--- src/rtl/minterm_lut.sv ---
// rtl/minterm_lut.sv - table-driven N-input boolean function with exhaustive-sweep engine
// Sweep engine (FSM, index counter, minterm accumulator) is compiled in only with MINTERM_LUT_SWEEP_EN.
module minterm_lut #(
   parameter int N = 4,
   parameter logic [(1<<N)-1:0] INIT = 16'hEF77
) (
   input  logic         clk,
   input  logic         rst,
   input  logic         in_vld,
   input  logic [N-1:0] in_x,
   input  logic         tbl_we,
   input  logic [N-1:0] tbl_addr,
   input  logic         tbl_din,
   input  logic         sweep_start,
   output logic         f_vld,
   output logic         f,
   output logic [N-1:0] f_x,
   output logic         sweep_busy,
   output logic         sweep_done,
   output logic [N:0]   sweep_count
);

   localparam int D = 1 << N;

   logic [D-1:0] tbl_q;
   logic         f_vld_q;
   logic         f_q;
   logic [N-1:0] f_x_q;
   logic         run_w;
   logic [N-1:0] sweep_idx;

`ifdef MINTERM_LUT_SWEEP_EN
   typedef enum logic [1:0] {IDLE, RUN, DONE} state_t;

   state_t       state_q;
   logic [N-1:0] idx_q;
   logic [N:0]   acc_q;
   logic [N:0]   count_q;
   logic         busy_q;
   logic         done_q;
   logic [N:0]   acc_inc;

   assign run_w     = (state_q == RUN);
   assign sweep_idx = idx_q;
   assign acc_inc   = acc_q + (N+1)'(tbl_q[idx_q]);

   always_ff @(posedge clk or posedge rst) begin
      if (rst) begin
         state_q <= IDLE;
         idx_q   <= '0;
         acc_q   <= '0;
         count_q <= '0;
         busy_q  <= 1'b0;
         done_q  <= 1'b0;
      end else begin
         done_q <= 1'b0;
         case (state_q)
            IDLE: begin
               if (sweep_start) begin
                  state_q <= RUN;
                  idx_q   <= '0;
                  acc_q   <= '0;
                  busy_q  <= 1'b1;
               end
            end
            RUN: begin
               acc_q <= acc_inc;
               if (idx_q == '1) begin
                  // count is published only here, so it holds across idle periods
                  state_q <= DONE;
                  busy_q  <= 1'b0;
                  done_q  <= 1'b1;
                  count_q <= acc_inc;
               end else begin
                  idx_q <= idx_q + N'(1);
               end
            end
            DONE:    state_q <= IDLE;
            default: state_q <= IDLE;
         endcase
      end
   end

   assign sweep_busy  = busy_q;
   assign sweep_done  = done_q;
   assign sweep_count = count_q;
`else
   logic unused_sweep_start;

   assign unused_sweep_start = sweep_start;
   assign run_w       = 1'b0;
   assign sweep_idx   = '0;
   assign sweep_busy  = 1'b0;
   assign sweep_done  = 1'b0;
   assign sweep_count = '0;
`endif

   // While a sweep runs the table is frozen and the output port carries the sweep stream.
   always_ff @(posedge clk or posedge rst) begin
      if (rst) begin
         tbl_q   <= INIT;
         f_vld_q <= 1'b0;
         f_q     <= 1'b0;
         f_x_q   <= '0;
      end else begin
         if (tbl_we && !run_w) begin
            tbl_q[tbl_addr] <= tbl_din;
         end
         if (run_w) begin
            f_vld_q <= 1'b1;
            f_q     <= tbl_q[sweep_idx];
            f_x_q   <= sweep_idx;
         end else begin
            f_vld_q <= in_vld;
            if (in_vld) begin
               f_q   <= tbl_q[in_x];
               f_x_q <= in_x;
            end
         end
      end
   end

   assign f_vld = f_vld_q;
   assign f     = f_q;
   assign f_x   = f_x_q;

endmodule

--- config.mk ---
export PLATFORM = sky130hd
export DESIGN_NAME = minterm_lut
export DESIGN_NICKNAME = d
export VERILOG_FILES = /design/src/rtl/minterm_lut.sv
export SDC_FILE = /design/constraint.sdc
export NUM_CORES = 1
export LEC_CHECK = 0
export BUFFER_PORTS_ARGS = -buffer_cell sky130_fd_sc_hd__buf_2
export CELL_PAD_IN_SITES_DETAIL_PLACEMENT = 1
export CELL_PAD_IN_SITES_GLOBAL_PLACEMENT = 2
export CORE_MARGIN = 5
export CORE_UTILIZATION = 30
export DETAILED_ROUTE_END_ITERATION = 10
export PLACE_DENSITY = 0.74
export SETUP_SLACK_MARGIN = 0.3
export SKIP_LAST_GASP = 1
export SLEW_MARGIN = 15
export SYNTH_ARGS = -nofsm -noshare
export SYNTH_HDL_FRONTEND = slang
export SYNTH_SLANG_ARGS = --single-unit
--- constraint.sdc ---
create_clock -name clk -period 2.55 [get_ports clk]
set_input_delay 0.255 -clock clk [delete_from_list [all_inputs] [get_ports clk]]
set_output_delay 0.255 -clock clk [all_outputs]
set_load 0.02 [all_outputs]
==> flow_summary.ini <==
[drt]
dr_total_vias = 709
drtIter0Drc = 10
first_pass_iters = 4
routed.top_layer = met4
drc_errors = 0
wl_um = 2300
dr_wl_met3_um = 178
m1WireLength_um = 1050
avgViaCountPerCell = 4.66
wl_per_cell_um = 15.1
met2_length_um = 1060
ant_nets = 0

[layout]
postLayoutCoreUtil_pct = 35.4
syn_to_final_growth_pct = 14.5
fin_area_um2 = 1300
multi_input_area_um2 = 522
final_nets = 119
drive_gt1_share_pct = 53.8
ff_latch_area_um2 = 567
fillers = 407
n_antenna_cell = 0

[critical_path]
arrival_ps = 1660
crit_slowest_cell = mux4_1
critPathTopFamily = multiplexers
cp_max_fo = 2
endpoint_kind = register
worstSetupPathType = reg2reg
crit_top_cell = mux2i_1
critPathRequiredTime_ps = 2700
cp_cell_sequence = mux4_1, mux2i_1, mux2i_1, mux2_4
crit_path_max_incr_delay_ps = 520
cp_num_buf_inv = 0
worst_setup_path_start_kind = register

[synth]
seq_area_frac_synth_pct = 50.0
netlist_instances = 86
ys_seq_elements = 22
synthArstFlopShare_pct = 100
synth_edf_count = 0
ys_top_cells_by_area = dfstp_2, dfrtp_1, mux2_2
netlist.top_cell.by_area = dfstp_2
netlist.area_leader.share_pct = 30.1
yosysWarnings = 0
synthDistinctLibCells = 17
synth.most_common_cell = mux2_2
ys.flop_type = dfstp_2
syn_area_um2 = 1130
syn_avg_cell_area_um2 = 13.2
synth_common_cells = mux2_2, dfstp_2, nor2_1

[sta]
fin_tns_setup_ps = 0
min_period_over_period_pct = 59.4
drv_slew = 0
fin_skew_ps = 0.636
setup_ws_ps = 1030
worst_pin_slew_ps = 824
rsz0062_at_grt = no
hold_viol = 0
relSlewSlack_pct = 45.0
min_period_ps = 1520
setup_viol = 0
holdWs_ps = 151
max_freq_ghz = 0.660

[pwr]
p_leak_uw = 0.000556
ir_drop_uv = 455
power_density_nw_per_um2 = 720

[floorplan]
die-width_um = 71.5
initial_core_util_pct = 31.0
die_h_um = 71.5
die_area_um2 = 5110
io_pins = 27
core_area_um2 = 3660
rows = 22

[clock_tree]
clk_pin_slew_ps = 80
cts_num_sinks = 22
cts_setup_buffers = 0
htree_levels = 1
clockBufferDepth = 2
cts_resized = 0
root_buffer = clkbuf_8
cts_tree = yes
clk_latency_ps = 250
hold_buffers = 0
numCtsBuffers = 3

[global_routing]
antenna_found_initial = 0
grt_util_all_layers_pct = 9.44
grt_overflow = 0
grt_max_degree = 23
grt_pass1_vias = 765
grt_first_pass_wirelength_um = 3810

[outcome]
outcome = completed

[placement]
port_buffers = 18
hpwl_um = 1750
gp_congestion = 0.681
place_ws_ps = 903
post_dp_cell_area_um2 = 1240

[min_path]
hold_class = in2async

[run]
drv_cap = 0
## state kept, by name, summed over array words and instances (netlist names)
| signal | count |
|---|---|
| tbl_q | 16 |
| f_x | 4 |
| f | 1 |
| f_vld | 1 |
## routing by layer
layer  track usage (%)  up-vias
met1              12.1      358
met5                 0        -
met2              15.1       20
li1                  -      329
met3              3.79        2
met4              1.88        0
## through the flow
| step | power [µW] | instances |
|---|---|---|
| global placement | 685 | 148 |
| global route | 991 | 152 |
| detailed placement | 700 | 148 |
| floorplan | 641 | 92 |
| finish | 934 | 152 |
| CTS | 949 | 152 |
## cells by family after synthesis
| group | synth area share (%) |
|---|---|
| mux | 33.1 |
| simple gates | 10.6 |
| flops | 50.0 |
| buf+inv | 5.96 |
| other cells | 0.331 |
## report_power, final
part | internal, µW | leakage, µW | switching [µW]
Combinational | 107 | 0.000284 | 91.0
Sequential | 455 | 0.000244 | 35.6
Clock | 137 | 0.0000288 | 108
## worst reg2reg max path, delay by kind of cell, from the launching register on
family  cells  cell delay [ps]
flops       1              380
mux         4             1030
## layout make-up
class / instances / share of cell area (%)
multi-input combinational: 59 / 40.2
timing repair buffer: 18 / 6.94
tap: 48 / 4.63
sequential: 22 / 43.7
inverter: 1 / 0.289
clock buffer: 4 / 4.24
## path summary, 6_finish.rpt
path                                      start  cells after the start  slack [ps]               endpoint
setup reg to reg           tbl_q[1]$_DFFE_PP1P_                      4        1030          f$_DFFE_PP0P_
hold / removal                              rst                      2         150     f_x[0]$_DFFE_PP0P_
min in group clk                         in_vld                      1         200        f_vld$_DFF_PP0_
setup / recovery           tbl_q[1]$_DFFE_PP1P_                      4        1030          f$_DFFE_PP0P_
max in group asynchronous                   rst                      2        1890  tbl_q[12]$_DFFE_PP0P_
hold reg to reg              f_x[2]$_DFFE_PP0P_                      1         500     f_x[2]$_DFFE_PP0P_
## cell usage in the layout (no fill, tap or decap)
master	n
nand2_1	2
mux2i_1	3
mux2_2	20
nand2b_1	2
dfstp_2	13
mux4_1	4
nand3b_1	4
nor3b_1	1
nor3_1	3
inv_1	1
dfrtp_1	9
mux2_4	1
nand3_1	2
clkbuf_8	4
buf_2	18
conb_1	7
nor2_1	10
(Power assumes the default switching activity.)
